==> src/rtl/spi_pkg.sv <==
// Shared SPI definitions: default frame length and the receiver/initiator state encoding.
package spi_pkg;

  localparam int FRAME_BITS_DEFAULT = 16;

  typedef enum logic [1:0] {
    IDLE  = 2'd0,
    SHIFT = 2'd1,
    FULL  = 2'd2
  } spi_state_e;

  // Width needed to count 0..bits inclusive.
  function automatic int cnt_width(input int bits);
    return $clog2(bits + 1);
  endfunction

endpackage

==> src/rtl/spi_sync_edge.sv <==
// Two-flop synchronizer for one asynchronous SPI pin, with registered rise/fall events.
// level is delayed one stage past the synchronizer so it lines up with rise/fall.
module spi_sync_edge #(
  parameter logic RST_VAL = 1'b0
) (
  input  logic clk,
  input  logic rst,
  input  logic din,
  output logic level,
  output logic rise,
  output logic fall
);

  logic ff1;
  logic ff2;

  always_ff @(posedge clk) begin
    if (rst) begin
      ff1   <= RST_VAL;
      ff2   <= RST_VAL;
      level <= RST_VAL;
      rise  <= 1'b0;
      fall  <= 1'b0;
    end else begin
      ff1   <= din;
      ff2   <= ff1;
      level <= ff2;
      rise  <= ff2 & ~level;
      fall  <= ~ff2 & level;
    end
  end

endmodule

==> src/rtl/spi_frame_rx.sv <==
// SPI target receiver: oversampled ss_n/sck/mosi, 16-bit word assembly, valid/ack output.
// Optional MISO readback of the last accepted word when SPI_FRAME_RX_MISO_EN is defined.
//
//   state | meaning
//   IDLE  | waiting for ss_n to fall; bit count held at 0
//   SHIFT | collecting bits on sck rising edges
//   FULL  | all frame bits received; any further sck edge marks the frame as long
module spi_frame_rx
  import spi_pkg::*;
#(
  parameter int FRAME_BITS = FRAME_BITS_DEFAULT
) (
  input  logic                  clk,
  input  logic                  rst,
  input  logic                  ss_n,
  input  logic                  sck,
  input  logic                  mosi,
  output logic                  miso,
  output logic [FRAME_BITS-1:0] rx_data,
  output logic                  rx_valid,
  input  logic                  rx_ack,
  output logic                  frame_err,
  output logic                  overflow,
  output logic                  busy
);

  localparam int CNT_W = cnt_width(FRAME_BITS);
  localparam logic [CNT_W-1:0] FULL_CNT = CNT_W'(FRAME_BITS);

  logic ss_lvl, ss_rise, ss_fall;
  logic sck_lvl, sck_rise, sck_fall;
  logic mosi_s, mosi_rise, mosi_fall;

  spi_sync_edge #(.RST_VAL(1'b1)) u_sync_ss (
    .clk   (clk),
    .rst   (rst),
    .din   (ss_n),
    .level (ss_lvl),
    .rise  (ss_rise),
    .fall  (ss_fall)
  );

  spi_sync_edge #(.RST_VAL(1'b0)) u_sync_sck (
    .clk   (clk),
    .rst   (rst),
    .din   (sck),
    .level (sck_lvl),
    .rise  (sck_rise),
    .fall  (sck_fall)
  );

  spi_sync_edge #(.RST_VAL(1'b0)) u_sync_mosi (
    .clk   (clk),
    .rst   (rst),
    .din   (mosi),
    .level (mosi_s),
    .rise  (mosi_rise),
    .fall  (mosi_fall)
  );

  // A select already low when reset lifts must not start a frame: wait for the
  // synchronizer to flush, then require ss_n to be seen high before arming.
  logic [1:0] flush_cnt;
  logic       armed;

  always_ff @(posedge clk) begin
    if (rst) begin
      flush_cnt <= 2'd0;
      armed     <= 1'b0;
    end else begin
      if (flush_cnt != 2'd3) flush_cnt <= flush_cnt + 2'd1;
      if (flush_cnt == 2'd3 && ss_lvl) armed <= 1'b1;
    end
  end

  spi_state_e            state, state_nxt;
  logic [CNT_W-1:0]      bit_cnt, cnt_nxt;
  logic [FRAME_BITS-1:0] shift_reg, shift_nxt;
  logic                  long_flag, long_nxt;
  logic                  deliver, err_nxt;
  logic                  frame_start;

  assign frame_start = (state == IDLE) && ss_fall && armed;

  always_ff @(posedge clk) begin
    if (rst) begin
      state     <= IDLE;
      bit_cnt   <= '0;
      shift_reg <= '0;
      long_flag <= 1'b0;
    end else begin
      state     <= state_nxt;
      bit_cnt   <= cnt_nxt;
      shift_reg <= shift_nxt;
      long_flag <= long_nxt;
    end
  end

  always_comb begin
    state_nxt = state;
    cnt_nxt   = bit_cnt;
    shift_nxt = shift_reg;
    long_nxt  = long_flag;
    deliver   = 1'b0;
    err_nxt   = 1'b0;
    case (state)
      IDLE: begin
        cnt_nxt  = '0;
        long_nxt = 1'b0;
        if (frame_start) begin
          state_nxt = SHIFT;
          shift_nxt = '0;
        end
      end
      SHIFT: begin
        if (sck_rise) begin
          shift_nxt = {shift_reg[FRAME_BITS-2:0], mosi_s};
          cnt_nxt   = bit_cnt + CNT_W'(1);
        end
        // End of frame is judged on the count including a coincident sample.
        if (ss_rise) begin
          state_nxt = IDLE;
          if (cnt_nxt == FULL_CNT) deliver = 1'b1;
          else                     err_nxt = 1'b1;
        end else if (cnt_nxt == FULL_CNT) begin
          state_nxt = FULL;
        end
      end
      FULL: begin
        if (sck_rise) long_nxt = 1'b1;
        if (ss_rise) begin
          state_nxt = IDLE;
          if (long_nxt) err_nxt = 1'b1;
          else          deliver = 1'b1;
        end
      end
      default: state_nxt = IDLE;
    endcase
  end

  // A delivery while a word is pending drops the new word; a same-cycle ack
  // still retires the pending one.
  always_ff @(posedge clk) begin
    if (rst) begin
      rx_data   <= '0;
      rx_valid  <= 1'b0;
      frame_err <= 1'b0;
      overflow  <= 1'b0;
    end else begin
      frame_err <= err_nxt;
      overflow  <= deliver & rx_valid;
      if (deliver && !rx_valid) begin
        rx_data  <= shift_nxt;
        rx_valid <= 1'b1;
      end else if (rx_ack && rx_valid) begin
        rx_valid <= 1'b0;
      end
    end
  end

  assign busy = (state != IDLE);

`ifdef SPI_FRAME_RX_MISO_EN
  logic [FRAME_BITS-1:0] tx_shift;

  always_ff @(posedge clk) begin
    if (rst) begin
      tx_shift <= '0;
    end else if (frame_start) begin
      tx_shift <= rx_data;
    end else if (state == SHIFT && sck_fall) begin
      tx_shift <= {tx_shift[FRAME_BITS-2:0], 1'b0};
    end
  end

  assign miso = (state != IDLE) & tx_shift[FRAME_BITS-1];

  logic unused_edges;
  assign unused_edges = ^{sck_lvl, mosi_rise, mosi_fall};
`else
  assign miso = 1'b0;

  logic unused_edges;
  assign unused_edges = ^{sck_lvl, sck_fall, mosi_rise, mosi_fall};
`endif

endmodule
==> config.mk <==
export PLATFORM = sky130hd
export DESIGN_NAME = spi_frame_rx
export DESIGN_NICKNAME = d
export VERILOG_FILES = /design/src/rtl/spi_pkg.sv /design/src/rtl/spi_sync_edge.sv /design/src/rtl/spi_frame_rx.sv
export SDC_FILE = /design/constraint.sdc
export NUM_CORES = 1
export LEC_CHECK = 0
export ABC_CLOCK_PERIOD_IN_PS = 4800
export BUFFER_PORTS_ARGS = -buffer_cell sky130_fd_sc_hd__buf_2
export CELL_PAD_IN_SITES_DETAIL_PLACEMENT = 1
export CELL_PAD_IN_SITES_GLOBAL_PLACEMENT = 1
export CORE_ASPECT_RATIO = 1.1
export CORE_UTILIZATION = 48
export DETAILED_ROUTE_END_ITERATION = 8
export GPL_ROUTABILITY_DRIVEN = 0
export PLACE_DENSITY_LB_ADDON = 0.15
export SLEW_MARGIN = 10
export SYNTH_ARGS = -nofsm -noshare
export SYNTH_HDL_FRONTEND = slang
export SYNTH_HIERARCHICAL = 1
export SYNTH_SLANG_ARGS = --single-unit
==> constraint.sdc <==
create_clock -name clk -period 4.8 [get_ports clk]
set_clock_uncertainty 0.15 [all_clocks]
set_input_delay 0.24 -clock clk [delete_from_list [all_inputs] [get_ports clk]]
set_output_delay 0.24 -clock clk [all_outputs]
set_load 0.005 [all_outputs]
# Yosys cells after proc, flatten, opt, wreduce, memory -nomap -nowiden
# Index checks and enable logic that the tools add are counted.
# word_totals
reg_bits,58
in_bits,6
output_inout_bits,21
elab_cells,77
# classes
addsub,2
n_eq_ne,8
muxes,26
n_bitwise,7
n_reduce_logical,12
# ops
cell,n
two-way mux 16 bit,2
one-hot mux 16 bit (2 select lines),1
two-way mux 1 bit,12
two-way mux 5 bit,2
one-hot mux 5 bit (2 select lines),1
two-way mux 2 bit,4
nonzero test 2 bit,4
one-hot mux 1 bit (2 select lines),3
one-hot mux 2 bit (3 select lines),1
"adder 5 x 1 -> 5 bit, second input constant",1
"equality test 5 bit, second input constant",1
logical AND 1 bit,5
AND 1 bit,4
"equality test 2 bit, second input constant",2
"inequality test 2 bit, second input constant",2
"inequality test 3 x 2 -> 1 bit, second input constant",1
inverter 1 bit,3
AND reduction 3 bit,1
"adder 2 x 1 -> 2 bit, second input constant",1
"equality test 2 x 1 -> 1 bit, second input constant",1
logical NOT 2 bit,1
"inequality test 2 x 1 -> 1 bit, second input constant",1
logical NOT 1 bit,1

# Longest topological paths before layout
# Gate-level depths: netlist of run 1.
# logic_depth
depth_word,9
ltp_mapped,9
ltp_nobuf,7

# By module
# The synthesis of run 1 kept the hierarchy.
# by_module_without_submodules
module,n_inst,cells_each,area_per_inst_um2,seq_area_each_um2
spi_frame_rx,1,193,1951.9,920.9
spi_sync_edge,3,10,133.9,100.1

# Least setup slack after synthesis of run 1
# No wires, ideal clock.
# synth_timing
path_type,flip-flop to flip-flop
from,reg bit_cnt[0]
to,reg rx_data[10]
setup_time_ns,0.121
t_arrival_ns,1.972
required_ns,4.529
path_slack_ns,2.556
stages_incl_launch_ff,9
n_path_buf,2
period_less_slack_ns,2.244
path_cell_list,dfxtp_1 -> ha_1 -> nand4_1 -> xnor2_1 -> and4b_1 -> buf_6 -> o21ai_4 -> buf_6 -> mux2_4
# synth_via
elab_chain_len,8
# synth_rtl
element,line,source
from (decl),spi_frame_rx.sv:77,"logic [CNT_W-1:0] bit_cnt, cnt_nxt;"
from (signal assigned),spi_frame_rx.sv:93,bit_cnt <= cnt_nxt;
adder 5 x 1 -> 5 bit,spi_frame_rx.sv:118,cnt_nxt = bit_cnt + CNT_W'(1);
two-way mux 5 bit (*),spi_frame_rx.sv:116,if (sck_rise) begin
two-way mux 5 bit (*),spi_frame_rx.sv:106,case (state)
equality test 5 bit (*),spi_frame_rx.sv:123,if (cnt_nxt == FULL_CNT) deliver = 1'b1;
two-way mux 1 bit (*),spi_frame_rx.sv:123,
two-way mux 1 bit (*),spi_frame_rx.sv:121,if (ss_rise) begin
one-hot mux 1 bit (2 select lines) (*),spi_frame_rx.sv:106,
logical AND 1 bit (*),spi_frame_rx.sv:152,if (deliver && !rx_valid) begin
to (signal assigned),spi_frame_rx.sv:153,rx_data <= shift_nxt;
to (decl),spi_frame_rx.sv:19,"output logic [FRAME_BITS-1:0] rx_data,"
# Mark *: on every way between the ends. The rest lies on a longest branch, timed or not. The select of a mux whose other input is x is not followed.
# A chain may end at the register's enable or synchronous reset.

# Worst setup path after layout of run 1
# layout_timing
from,reg bit_cnt[0]
to,reg rx_data[3]
# Same word-level chain as after synthesis.

==> results_dict.tcl, run 1 <==
set metrics [dict create \
    tightest_slew_ns 0.974 \
    endpoint_kind "register" \
    p_switching_uw 282 \
    synth_nets 229 \
    status "finished clean" \
    grtUsageMet2_pct 33.1 \
    yosysWarningCount 6 \
    crit_required_ns 4.87 \
    drive_gt1_share_pct 23.5 \
    syn_inst 217 \
    drtAntennaViolNets 0 \
    comb_power_share_pct 12.7 \
    core_area_um2 4410 \
    rsz0062_at_grt "false" \
    grt_pass1_wl_um 7170 \
    worstSetupPathType "reg2reg" \
    finalWirelength_um 4330 \
    syn_area_um2 2270 \
    cp_top_family "compound AO/OA/AOI/OAI gates" \
    grt-ovfl-total 0 \
    use_met3_pct 7.36 \
    p_seq_share_pct 46.5 \
    internal_power_uw 797 \
    cts_max_level 3 \
    cts_tree "done" \
    clk_pin_slew_ns 0.07 \
    arrival_ns 2.65 \
    rows 25 \
    grt_use_total_pct 19.5 \
    fmax_mhz 388 \
    antenna_found_initial 0 \
    vias 1629 \
    insertedDiodeCount 0 \
    cp-start-kind "register" \
    layout.cells.most_common_list "dfxtp_1 (58), nor2_1 (26), buf_2 (25)" \
    grt_max_degree 59 \
    slew_headroom_pct 35.1 \
    drv_cap 0 \
    sw_frac_of_total_pct 26.1 \
    final_util_pct 59.3 \
    setup_tns_ns 0 \
    clock_latency_ns 0.33 \
    grtUsageMet1_pct 21.6 \
    dp_slack_ns 2.21 \
    crit_path_cell_trace "ha_1 -> nand4_1 -> xnor2_1 -> and4b_1 -> o21ai_4 -> mux2_2" \
    pwr-share-clk_pct 40.8 \
    crit_buf_inv 0 \
    r2r_start "bit_cnt[0]$_SDFFE_PP0N_" \
    numCtsBuffers 9 \
    die_w_um 67.6 \
    final-setup-viol-count 0 \
    layout_setup_ws_ns 2.23 \
    dieArea_um2 5010 \
    num_io_pins 27 \
    p_leak_uw 0.00113 \
    nets 254 \
    port_buffers 25 \
    wl_per_cell_um 14.4 \
    syn2layout_area_growth_pct 15.2 \
    cts_resized 0 \
    clock_sinks 58 \
    final_common_cell "dfxtp_1" \
    die_h_um 74.1 \
    grt_pass1_vias 1595 \
    cp_slowest_cell "o21ai_4" \
    drtIter0Drc 72 \
    min_path_type "in2reg" \
    finalHoldViolations 0 \
    start_util_pct 51.5 \
    irDropWorstVdd_mv 0.242 \
    min_from "rx_ack" \
    finalCritPeriodShare_pct 53.6 \
    via_per_inst 5.41 \
    firstDrtPassIters 4 \
    avgSynthCellArea_um2 10.5 \
    max_stage_delay_ns 0.59 \
    maxSlewViolCount 0 \
    clock_path_buffers 2 \
    ctsRootBufferMaster "clkbuf_8" \
    cp-startpoint "bit_cnt[0]$_SDFFE_PP0N_" \
    worstPathMaxFanout 17 \
    grt.busiest_layer "met2" \
    drcViolationCount 0 \
    place.detailed.hpwl_um 2900 \
    power_density_nw_per_um2 412 \
    fin_crit_ns 2.57 \
]
[tightest hold or removal path, cell delays in order]
cell	delay (ns)
buf_2	0.07
nand2b_1	0.08
a21oi_1	0.06
[layer usage]
metal / up-vias / share of wire (%)
li1: 799 / -
met1: 788 / 44
met2: 34 / 50
met3: 8 / 4.1
met4: 0 / 1.4
met5: - / 0
[through the flow]
step	instances	hold slack [ns]	area, um2	power [uW]
after global placement	282	0.230	2390	640
after CTS	301	0.0155	2620	1090
after detailed placement	282	0.232	2390	650
after global routing	301	0.0175	2620	1130
final	301	0.0266	2620	1080
after floorplan	217	0.162	2270	617
[power by group through the flow]
stage | combinational [uW] | sequential (uW) | clock (uW)
2_1_floorplan | 107 | 510 | 0
3_3_place_gp | 129 | 511 | 0
3_5_place_dp | 137 | 513 | 0
4_1_cts | 140 | 502 | 451
5_1_grt | 156 | 504 | 471
6_report | 137 | 502 | 440
[layout make-up]
cell class,instances,area [um2]
clock inverter,5,53.8
sequential,58,1160
clock buffer,11,141
fill,482,1790
inverter,4,15.0
timing repair buffer,28,155
tap,54,67.6
multi-input combinational,141,1020
[path summary, 6_finish.rpt]
| path | to | slack, ns | cells past startpoint |
|---|---|---|---|
| max | rx_data[3]$_SDFFE_PP0P_ | 2.23 | 6 |
| min | rx_valid$_SDFFE_PP0P_ | 0.03 | 3 |
| max reg2reg | rx_data[3]$_SDFFE_PP0P_ | 2.23 | 6 |
| min reg2reg | u_sync_sck/rise$_SDFF_PP0_ | 0.24 | 1 |
[what timing repair did]
action	in CTS	in global routing
endpoints found under the hold margin	3	0
buffers inserted	0	0
hold buffers	3	0
Note: power is estimated with default switching activity, not from simulation.
==> run 2: changes to the inputs <==
Settings changed: ABC_CLOCK_PERIOD_IN_PS 4800 to 2130, CORE_UTILIZATION 48 to 40.
Clock period 4.8 ns to 2.13 ns, I/O delays scaled along.
==> run 2 against run 1 <==
  * Routed wire length is 2.4% higher
  * Global-route usage is 2.7 points lower
  * Worst setup slack worse by 2.2 ns
  * Power is 140% higher
  * Register-to-register slack worse by 2.2 ns
  * Largest power group unchanged
  * First-iteration DRC count is 39% lower
  * Clock power is 130% higher
  * Largest cell class unchanged
  * Cell count is 12% higher
  * Combinational power grew to 3.1 times the previous value
  * Non-clock buffer count is 16 higher
  * Worst hold slack better by 0.13 ns
  * Maximum frequency is 23% higher
==> results_dict.tcl, run 2 (synthesized netlist as in run 1, its figures left out) <==
set metrics [dict create \
    drtAntennaViolNets 0 \
    final_area_um2 2870 \
    cts_tree "done" \
    clock_sinks 58 \
    r2r_start "bit_cnt[1]$_SDFFE_PP0N_" \
    p_leak_uw 0.00123 \
    whs_ns 0.154 \
    fillCellCount 598 \
    drtIter0Drc 44 \
    dpl_cell_area_um2 2550 \
    endpoint_kind "register" \
    max_stage_delay_ns 0.54 \
    grt_use_total_pct 16.8 \
    rsz0062_at_grt "true" \
    rows 28 \
    clock_latency_ns 0.34 \
    die_h_um 81.0 \
    crit_path_cell_trace "or4_4 -> o31ai_4 -> and4b_2 -> o21ai_4 -> clkbuf_16 -> mux2_4" \
    worstSetupPathType "reg2reg" \
    grt_pass1_wl_um 7450 \
    finalWirelength_um 4440 \
    p_total_uw 2550 \
    drv_cap 0 \
    layout_setup_ws_ns 0.0445 \
    clk_pin_slew_ns 0.07 \
    crit_required_ns 2.21 \
    arrival_ns 2.16 \
    holdPathStages 3 \
    firstDrtPassIters 4 \
    numCtsBuffers 9 \
    vias 1647 \
    nets 270 \
    maxSlewViolCount 0 \
    finalCritPeriodShare_pct 97.9 \
    num_io_pins 27 \
    rr_endpoint "rx_data[10]$_SDFFE_PP0P_" \
    grt_max_degree 40 \
    worstPathMaxFanout 8 \
    setup_tns_ns 0 \
    antenna_found_initial 0 \
    cp-start-kind "register" \
    ctsRootBufferMaster "clkbuf_8" \
    min_from "rst" \
    multi_input_area_um2 1080 \
    clock_path_buffers 2 \
    irDropWorstVdd_mv 0.615 \
    fin_crit_ns 2.09 \
    status "finished clean" \
    min_path_type "in2reg" \
    core_area_um2 5430 \
    via_per_inst 4.87 \
    final_common_cell "dfxtp_1" \
    register_area_um2 1170 \
    final-setup-viol-count 0 \
    start_util_pct 41.8 \
    die_w_um 73.8 \
    drive_gt1_share_pct 31.9 \
    regToRegSetupSlack_ns 0.04 \
    dp_slack_ns 0.0525 \
    rr_worst_depth 6 \
    finalHoldViolations 0 \
    grt_pass1_vias 1644 \
    cts_max_level 3 \
    grt-ovfl-total 0 \
    dieArea_um2 5980 \
    wl_per_cell_um 13.1 \
    place.detailed.hpwl_um 2780 \
    syn2layout_area_growth_pct 26.6 \
    drcViolationCount 0 \
    insertedDiodeCount 0 \
    power_density_nw_per_um2 886 \
    port_buffers 25 \
    fmax_mhz 479 \
    holdPathEnd "bit_cnt[0]$_SDFFE_PP0N_" \
    layout.cells.most_common_list "dfxtp_1 (54), nor2_1 (26), buf_2 (25)" \
    cp_slowest_cell "or4_4" \
]
[run 2: worst max path at each step]
stage / startpoint / end / slack, ns
floorplan: bit_cnt[0]$_SDFFE_PP0N_ / rx_data[10]$_SDFFE_PP0P_ / 0.02
global placement: state[1]$_SDFFE_PP0P_ / rx_data[6]$_SDFFE_PP0P_ / 0.09
detailed placement: bit_cnt[0]$_SDFFE_PP0N_ / rx_data[8]$_SDFFE_PP0P_ / 0.05
CTS: bit_cnt[0]$_SDFFE_PP0N_ / rx_data[8]$_SDFFE_PP0P_ / 0.04
global route: state[1]$_SDFFE_PP0P_ / rx_data[4]$_SDFFE_PP0P_ / -0.03
finish: bit_cnt[1]$_SDFFE_PP0N_ / rx_data[10]$_SDFFE_PP0P_ / 0.04
[run 2: metal layers]
layer	part of all wire (%)	wire length (um)	GRT usage, %	up-vias
li1	-	-	-	825
met1	46	2060	19.4	782
met2	48	2130	27.6	30
met3	3.3	146	4.84	10
met4	2.4	108	9.81	0
met5	0	0	0	-
[run 2: cell type report]
class,instances,area share (%)
sequential,58,40.7
multi-input combinational,141,37.5
inverter,4,0.522
timing repair buffer,44,11.1
clock buffer,12,5.05
tap,75,3.27
clock inverter,4,1.78
[run 2: through the flow]
stage / util, % / cells
2_1_floorplan: - / 217
3_3_place_gp: 46.9 / 315
3_5_place_dp: 46.9 / 315
4_1_cts: 51.3 / 335
5_1_grt: 52.9 / 338
6_report: 52.9 / 338
[run 2: repair_timing]
item | 4_1_cts | 5_1_grt
buffers inserted | 0 | 2
hold buffers | 4 | 0
endpoints found under the setup margin | 0 | 16
resized for setup | 0 | 13
hold endpoints to repair | 4 | 0
[run 2: report_power, final]
part           total, uW  internal, uW  switching [uW]
clock                997           572             425
combinational        422           204             217
sequential          1130          1110            16.9
total               2550          1890             659
[run 2: worst max-delay path, delay by kind of cell, from the launching register on]
| kind | cells | cell delay [ns] |
|---|---|---|
| compound gates | 2 | 0.15 |
| buf+inv | 1 | 0.18 |
| flops | 1 | 0.36 |
| mux | 1 | 0.29 |
| simple gates | 2 | 0.83 |
